File: src/rtl/pwm_multi_ch.sv
// Centre-aligned multi-channel PWM: one shared up/down carrier, per-channel duty
// comparators with complementary dead-banded outputs and double-buffered settings.
module pwm_multi_ch #(
    parameter int N_CH     = 3,
    parameter int WIDTH    = 16,
    parameter int DT_WIDTH = 10
) (
    input  logic                  clk,
    input  logic                  reset,
    input  logic [WIDTH-1:0]      period,
    input  logic [N_CH*WIDTH-1:0] duty,
    input  logic [DT_WIDTH-1:0]   dead_time,
    input  logic                  load_mode,
    input  logic                  update_lock,
    input  logic [N_CH-1:0]       enable,
    input  logic                  valley_trig_en,
    input  logic                  peak_trig_en,
    output logic [N_CH-1:0]       pwm_h,
    output logic [N_CH-1:0]       pwm_l,
    output logic                  valley_trig,
    output logic                  peak_trig
);

    typedef enum logic {DIR_UP = 1'b0, DIR_DOWN = 1'b1} dir_e;

    localparam logic [WIDTH-1:0]    CNT_ONE = WIDTH'(1);
    localparam logic [DT_WIDTH-1:0] DT_ONE  = DT_WIDTH'(1);
    localparam logic [DT_WIDTH-1:0] DT_MAX  = '1;

    logic [WIDTH-1:0]    cnt_q, cnt_d;
    logic [WIDTH-1:0]    period_q, period_d;
    logic [DT_WIDTH-1:0] dt_q, dt_d;
    dir_e                dir_q, dir_d;
    logic                valley_next, peak_next;
    logic                load_all, load_duty, carrier_on;
    logic                valley_trig_q, valley_trig_d;
    logic                peak_trig_q, peak_trig_d;

    assign carrier_on = (period_q != '0);

    always_comb begin
        cnt_d       = cnt_q;
        dir_d       = dir_q;
        valley_next = 1'b0;
        peak_next   = 1'b0;
        if (!carrier_on) begin
            // A zero period parks the carrier at the valley and reloads every cycle.
            cnt_d       = '0;
            dir_d       = DIR_UP;
            valley_next = 1'b1;
        end else if (dir_q == DIR_UP) begin
            if (cnt_q == period_q - CNT_ONE) begin
                cnt_d     = period_q;
                dir_d     = DIR_DOWN;
                peak_next = 1'b1;
            end else begin
                cnt_d = cnt_q + CNT_ONE;
            end
        end else begin
            if (cnt_q == CNT_ONE) begin
                cnt_d       = '0;
                dir_d       = DIR_UP;
                valley_next = 1'b1;
            end else begin
                cnt_d = cnt_q - CNT_ONE;
            end
        end
    end

    assign load_all  = valley_next & ~update_lock;
    assign load_duty = load_all | (peak_next & load_mode & ~update_lock);

    always_comb begin
        period_d      = load_all ? period : period_q;
        dt_d          = load_all ? dead_time : dt_q;
        valley_trig_d = valley_trig_en & carrier_on & (dir_q == DIR_UP) & (cnt_q == '0);
        peak_trig_d   = peak_trig_en & carrier_on & (dir_q == DIR_DOWN) & (cnt_q == period_q);
    end

    always_ff @(posedge clk) begin
        if (reset) begin
            cnt_q         <= '0;
            dir_q         <= DIR_UP;
            period_q      <= period;
            dt_q          <= dead_time;
            valley_trig_q <= 1'b0;
            peak_trig_q   <= 1'b0;
        end else begin
            cnt_q         <= cnt_d;
            dir_q         <= dir_d;
            period_q      <= period_d;
            dt_q          <= dt_d;
            valley_trig_q <= valley_trig_d;
            peak_trig_q   <= peak_trig_d;
        end
    end

    assign valley_trig = valley_trig_q;
    assign peak_trig   = peak_trig_q;

    generate
        for (genvar gi = 0; gi < N_CH; gi++) begin : g_ch
            logic [WIDTH-1:0]    duty_q, duty_d;
            logic [DT_WIDTH-1:0] db_q, db_d;
            logic                raw, raw_r_q;
            logic                dt_done, h_q, h_d, l_q, l_d;

            always_comb begin
                duty_d = load_duty ? duty[gi*WIDTH +: WIDTH] : duty_q;
                raw    = 1'b0;
                if (carrier_on) begin
                    raw = (dir_q == DIR_UP) ? (cnt_q < duty_q) : (cnt_q <= duty_q);
                end
                // Counter reads 0 in the first cycle raw_r_q holds its new value.
                if (raw != raw_r_q) begin
                    db_d = '0;
                end else if (db_q != DT_MAX) begin
                    db_d = db_q + DT_ONE;
                end else begin
                    db_d = db_q;
                end
                dt_done = (db_q >= dt_q);
                h_d     = raw_r_q & dt_done;
                l_d     = ~raw_r_q & dt_done;
            end

            always_ff @(posedge clk) begin
                if (reset) begin
                    duty_q  <= duty[gi*WIDTH +: WIDTH];
                    raw_r_q <= 1'b0;
                    db_q    <= '0;
                    h_q     <= 1'b0;
                    l_q     <= 1'b0;
                end else begin
                    duty_q  <= duty_d;
                    raw_r_q <= raw;
                    db_q    <= db_d;
                    h_q     <= h_d;
                    l_q     <= l_d;
                end
            end

            assign pwm_h[gi] = h_q & enable[gi];
            assign pwm_l[gi] = l_q & enable[gi];
        end
    endgenerate

endmodule

File: config.mk
export PLATFORM = sky130hd
export DESIGN_NAME = pwm_multi_ch
export DESIGN_NICKNAME = d
export VERILOG_FILES = /design/src/rtl/pwm_multi_ch.sv
export SDC_FILE = /design/constraint.sdc
export NUM_CORES = 1
export LEC_CHECK = 0
export CAP_MARGIN = 20
export CORE_MARGIN = 4
export CORE_UTILIZATION = 50
export CTS_CLUSTER_DIAMETER = 80
export DETAILED_ROUTE_END_ITERATION = 8
export HOLD_SLACK_MARGIN = 0.06
export PLACE_DENSITY = 0.81
export REMOVE_ABC_BUFFERS = 1
export SLEW_MARGIN = 10
export SYNTH_ARGS = -nofsm -noshare
export SYNTH_HDL_FRONTEND = slang
export SYNTH_SLANG_ARGS = --single-unit
File: constraint.sdc
create_clock -name clk -period 5.3 [get_ports clk]
set_input_delay 0.53 -clock clk [delete_from_list [all_inputs] [get_ports clk]]
set_output_delay 0.53 -clock clk [all_outputs]
set_load 0.05 [all_outputs]
==> impl_metrics.toml, run 1 <==
[logic_synthesis]
synth-edff-count = 74
ys_ff_latch = 132
synth_compound_area_share_pct = 11.5
synthSimpleGateAreaFrac_pct = 18.7
synth_mux_area_share_pct = 1.42
async_flop_share_pct = 0
synth_top_area_share_pct = 28.6
ys.warnings.count = 0
syn_area_per_cell_um2 = 9.66
ys.flop_type = "edfxtp_1"
synth.area.top_cells = "edfxtp_1 (29%), dfxtp_1 (15%), ha_1 (14%)"
yosys.area.top_type = "edfxtp_1"
synth_top_family_by_area = "simple AND/OR/NAND/NOR gates"
yosysSeqAreaShare_pct = 43.6
syn-instance-count = 804
netlist_area_um2 = 7770
synthAdderAreaFrac_pct = 13.9
ys_types = 53
synthXorXnorAreaFrac_pct = 6.31

[routing]
drt_iter0_drc = 408
first_pass_iters = 7
route.detailed.drc = 0
vias = 6241
via_per_inst = 5.72
ant_nets = 0
drt_wl_total_um = 17900
wl_per_cell_um = 16.4

[clock_network]
hold_buffers = 0
cts.sinks = 132
htreeDepth = 4
clockBufferDepth = 2
clk_latency_ns = 0.42
cts.repair.resized = 0
cts_tree = "done"
cts_root_buffer = "clkbuf_16"
numCtsBuffers = 17
path_clk_slew_ns = 0.06
cts_setup_buffers = 0

[sta]
rsz0062_at_grt = "false"
setup_viol_count_final = 0
slew_violations = 0
fmax_ghz = 0.270
worst_slew_pin_slew_ns = 0.931
setup_slack_ns = 1.60
period_needed_ns = 3.70
finalClockSkew_ns = 0.0117
setup-tns-final_ns = 0
min_period_over_period_pct = 69.8
final_hold_viol_count = 0
relSlewSlack_pct = 37.5

[power]
netSwitchingFraction_pct = 24.1
p_comb_share_pct = 9.6
p_total_mw = 2.57
p_int_mw = 1.95
p_leak_nw = 4.09
seq_power_share_pct = 45.0
clkPwrFrac_pct = 45.4
peakVddDrop_v = 0.000238
p_sw_mw = 0.618
pwr_density_cell_nw_per_um2 = 272

[worst_setup_path]
crit_fanout = 48
cp.required_ns = 5.35
crit_type = "flop to flop"
start_kind = "flop"
crit_arrival_ns = 3.75
critPathCaptureType = "flop"

[floorplan]
start_util_pct = 51.1
rows = 45
die_h_um = 133
io_pins = 91
die_area_um2 = 17600
core_region_area_um2 = 15200
die_w_um = 133

[global_routing]
antenna_found_initial = 0
grt_use_total_pct = 20.7
grt_pass1_wl_um = 29400
grt_pass1_vias = 6128
overflow = 0
grt_max_degree = 49

[placed_design]
post-place-cells = 1060
place_hpwl_um = 12900
gp_routability_congestion = 0.859
place_ws_ns = 1.64
io_buffers = 90

[job]
drv_cap = 0

[cells_and_area]
multi_input_area_um2 = 4040
fill_cells = 1238
syn_to_final_growth_pct = 21.3
seq_area_um2 = 3380
nets = 1060
drive_above_1_share_pct = 4.87
diodes = 0
fin_cells = 1092

[outcome]
status = "finished clean"

[hold_path]
hold_class = "flop to flop"
worst paths after layout:
check	start	cells after the start	end	slack (ns)
worst max-delay path	period_q[2]$_DFFE_PP_	10	g_ch[0].duty_q[11]$_DFFE_PP_	1.60
worst min register to register	g_ch[2].raw_r_q$_SDFF_PP0_	1	g_ch[2].l_q$_SDFF_PP0_	0.47
worst max register to register	period_q[2]$_DFFE_PP_	10	g_ch[0].duty_q[11]$_DFFE_PP_	1.60
worst min-delay path	g_ch[2].raw_r_q$_SDFF_PP0_	1	g_ch[2].l_q$_SDFF_PP0_	0.47
synthesized netlist by cell type (8+ instances only):
cell,instances
ha_1,86
edfxtp_1,74
nor2_1,72
inv_1,65
dfxtp_1,58
a21oi_1,43
nand2_1,43
nor3_1,42
xnor2_1,37
o21ai_0,29
a21o_1,24
nand3_1,23
nand4_1,23
clkbuf_1,22
xor2_1,19
and3_1,15
nand2b_1,14
nor2b_1,13
mux2i_1,11
and2_1,8
o21ai_1,8
or3_1,8
critical path, cell delays in order (launching register included):
cell and delay (ns):
edfxtp_1 0.52, nor4_4 0.58, nand3_2 0.15, or3b_1 0.42, nand4bb_1 0.20, a2111o_1 0.42
buf_4 0.25, nor2_1 0.12, nor2_1 0.07, nor2_4 0.07, buf_4 0.50
routing by layer:
layer | GRT usage, % | wire (um) | up-vias
li1 | - | - | 3068
met1 | 26.2 | 7720 | 2880
met2 | 34.6 | 8460 | 253
met3 | 4.37 | 1310 | 40
met4 | 8.20 | 448 | 0
met5 | 0 | 0 | -
layout make-up:
cell class | count | area share, %
well taps | 188 | 2.50
inverters | 65 | 2.59
multi-input cells | 580 | 42.9
repair buffers | 95 | 9.96
flip-flops and latches | 132 | 35.9
clock buffers | 18 | 4.55
clock inverters | 14 | 1.63
metrics by stage:
step                hold slack [ns]  utilization (%)  instance area, um2
finish                        0.466             62.0                9420
global route                  0.490             62.0                9420
CTS                           0.461             62.0                9420
detailed placement            0.444             58.2                8840
global placement              0.449             58.2                8840
floorplan                     0.421                -                7650
layout by cell type, fill, tap and decap left out, drive strengths merged, types with 11 or more instances in the layout:
| cell | instances |
|---|---|
| a21o | 24 |
| a21oi | 43 |
| and3 | 15 |
| clkbuf | 18 |
| clkdlybuf4s50 | 90 |
| dfxtp | 58 |
| edfxtp | 74 |
| ha | 86 |
| inv | 69 |
| mux2i | 11 |
| nand2 | 43 |
| nand2b | 14 |
| nand3 | 24 |
| nand4 | 23 |
| nor2 | 72 |
| nor2b | 13 |
| nor3 | 42 |
| o21ai | 37 |
| xnor2 | 37 |
| xor2 | 19 |
logic make-up (layout without fill, tap and decap cells):
group,after synthesis,after routing
compound gates,143,143
xor+xnor,56,56
fa+ha+maj,86,86
buf+inv,92,192
flops,132,132
mux,11,11
simple gates,284,284
power groups by stage:
stage               clock network (mW)  registers (mW)  logic [mW]
global route                      1.23            1.16       0.273
finish                            1.16            1.16       0.246
floorplan                            0            1.17       0.134
detailed placement                   0            1.18       0.243
CTS                               1.18            1.16       0.247
global placement                     0            1.18       0.237
sequential cells by signal, indices dropped and copies added (netlist names):
signal	flops
g_ch.raw_r_q	3
g_ch.duty_q	48
g_ch.h_q	3
dir_q	1
period_q	16
dt_q	10
g_ch.db_q	30
peak_trig	1
valley_trig	1
g_ch.l_q	3
cnt_q	16
Note: power is estimated with default switching activity, not from simulation.
==> run 2, diff against run 1 <==
--- a/config.mk
+++ b/config.mk
@@ -11,7 +11,7 @@
 export CTS_CLUSTER_DIAMETER = 80
 export DETAILED_ROUTE_END_ITERATION = 8
 export HOLD_SLACK_MARGIN = 0.06
-export PLACE_DENSITY = 0.81
+export PLACE_DENSITY = 0.79
 export REMOVE_ABC_BUFFERS = 1
 export SLEW_MARGIN = 10
 export SYNTH_ARGS = -nofsm -noshare
==> constraint.sdc (replaced) <==
create_clock -name clk -period 3.6 [get_ports clk]
set_input_delay 0.36 -clock clk [delete_from_list [all_inputs] [get_ports clk]]
set_output_delay 0.36 -clock clk [all_outputs]
set_load 0.05 [all_outputs]
==> run 2 against run 1 <==
  * Sequential power rose by 47%
  * Clock power rose by 50%
  * Sequential cell count did not move
  * Final area rose by 0.90%
  * Die area did not move
  * Largest power group is now the clock network
==> impl_metrics.toml, run 2 (synthesized netlist as in run 1, its figures left out) <==
[placed_design]
place_ws_ns = 0.504
post-place-cells = 1069
gp_routability_congestion = 0.916
io_buffers = 90
place_hpwl_um = 12900
post_dp_cell_area_um2 = 8920

[job]
drv_cap = 0

[clock_network]
numCtsBuffers = 17
cts_tree = "done"
cts_root_buffer = "clkbuf_16"
htreeDepth = 4
cts.repair.resized = 0
hold_buffers = 0
clockBufferDepth = 2
clk_latency_ns = 0.42
cts.sinks = 132
cts_setup_buffers = 0
path_clk_slew_ns = 0.06

[routing]
wl_per_cell_um = 16.1
via_per_inst = 5.64
ant_nets = 0
vias = 6210
first_pass_iters = 4
route.detailed.drc = 0
drt_iter0_drc = 468
drt_wl_total_um = 17700

[sta]
worst_slew_pin_slew_ns = 0.701
hold_slack_ns = 0.454
final_hold_viol_count = 0
fmax_ghz = 0.317
period_needed_ns = 3.15
rsz0062_at_grt = "false"
min_period_over_period_pct = 87.6
slew_violations = 0
relSlewSlack_pct = 52.9
setup-tns-final_ns = 0
setup_slack_ns = 0.448
finalClockSkew_ns = 0.00881
setup_viol_count_final = 0

[worst_setup_path]
crit_arrival_ns = 3.47
reg2reg_to = "cnt_q[8]$_SDFF_PP0_"
worst-r2r-cell-count = 9
rr_startpoint = "period_q[2]$_DFFE_PP_"
crit_type = "flop to flop"
start_kind = "flop"
crit_fanout = 32
r2r_setup_slack_ns = 0.45
cp.required_ns = 3.91
critPathCaptureType = "flop"

[cells_and_area]
syn_to_final_growth_pct = 22.4
final_cell_mix = "clkdlybuf4s50_1 (90), ha_1 (86), edfxtp_1 (74), nor2_1 (71), inv_1 (65)"
largest_reg_flops = 48
final_common_cell = "clkdlybuf4s50_1"
top_register = "g_ch.duty_q"
nets = 1069
drive_above_1_share_pct = 5.48
final_area_um2 = 9510
diodes = 0
fin_cells = 1101
largestRegisters = "g_ch.duty_q x48, g_ch.db_q x30"

[floorplan]
start_util_pct = 51.1
die_area_um2 = 17600
rows = 45
die_w_um = 133
core_region_area_um2 = 15200
die_h_um = 133
io_pins = 91

[hold_path]
hold_class = "flop to flop"
hp-start = "g_ch[2].raw_r_q$_SDFF_PP0_"
hold_depth = 1
whs_endpoint = "g_ch[2].l_q$_SDFF_PP0_"

[global_routing]
antenna_found_initial = 0
overflow = 0
grt_use_total_pct = 20.4
grt_pass1_wl_um = 29000
grt_max_degree = 49
grt_pass1_vias = 5986

[power]
peakVddDrop_v = 0.000340
pwr_density_cell_nw_per_um2 = 401
p_leak_nw = 4.14

[outcome]
status = "finished clean"
run 2: power breakdown:
group	internal (mW)	switching [mW]	total [mW]
combinational	0.192	0.183	0.375
clock	1.08	0.659	1.74
sequential	1.66	0.0434	1.70
run 2: final cells by class:
cell class,instances,area [um2]
inverter,65,244
tap,188,235
timing repair buffer,104,1020
fill,1248,5690
multi-input combinational,580,4040
sequential,132,3380
clock buffer,17,425
clock inverter,15,163
run 2: worst max path at each step:
stage | cells past startpoint | end | startpoint
after global routing | 10 | cnt_q[5]$_SDFF_PP0_ | period_q[2]$_DFFE_PP_
after floorplan | 8 | g_ch[0].duty_q[0]$_DFFE_PP_ | period_q[2]$_DFFE_PP_
after detailed placement | 9 | g_ch[0].duty_q[13]$_DFFE_PP_ | period_q[2]$_DFFE_PP_
final | 9 | cnt_q[8]$_SDFF_PP0_ | period_q[2]$_DFFE_PP_
after CTS | 10 | cnt_q[5]$_SDFF_PP0_ | period_q[2]$_DFFE_PP_
after global placement | 9 | g_ch[0].duty_q[13]$_DFFE_PP_ | period_q[2]$_DFFE_PP_
run 2: stage by stage:
| stage | util (%) | total power [mW] |
|---|---|---|
| 2_1_floorplan | - | 1.92 |
| 3_3_place_gp | 58.7 | 2.09 |
| 3_5_place_dp | 58.7 | 2.10 |
| 4_1_cts | 62.6 | 3.84 |
| 5_1_grt | 62.6 | 3.96 |
| 6_report | 62.6 | 3.82 |
run 2: routing by layer:
metal	GRT usage, %	up-vias	part of all wire (%)
met5	0	-	0
met4	7.91	0	2.6
met3	5.44	38	7.3
met2	32.4	222	46
met1	26.8	2870	44
li1	-	3080	-
run 2: critical path, cell delays in order (launching register included):
cell       delay (ns)
edfxtp_1         0.51
nor4_4           0.54
nand3_2          0.14
or3b_1           0.42
nand4bb_1        0.20
a2111o_1         0.44
buf_4            0.25
o21ai_0          0.20
o221ai_1         0.13
and3_1           0.20
==> run 3, diff against run 2 <==
--- a/config.mk
+++ b/config.mk
@@ -10,7 +10,7 @@
 export CORE_UTILIZATION = 50
 export CTS_CLUSTER_DIAMETER = 80
 export DETAILED_ROUTE_END_ITERATION = 8
-export HOLD_SLACK_MARGIN = 0.06
+export HOLD_SLACK_MARGIN = 0.03
 export PLACE_DENSITY = 0.79
 export REMOVE_ABC_BUFFERS = 1
 export SLEW_MARGIN = 10
==> results of run 3 <==
Final layout, timing and power as in run 2 (identical DEF).
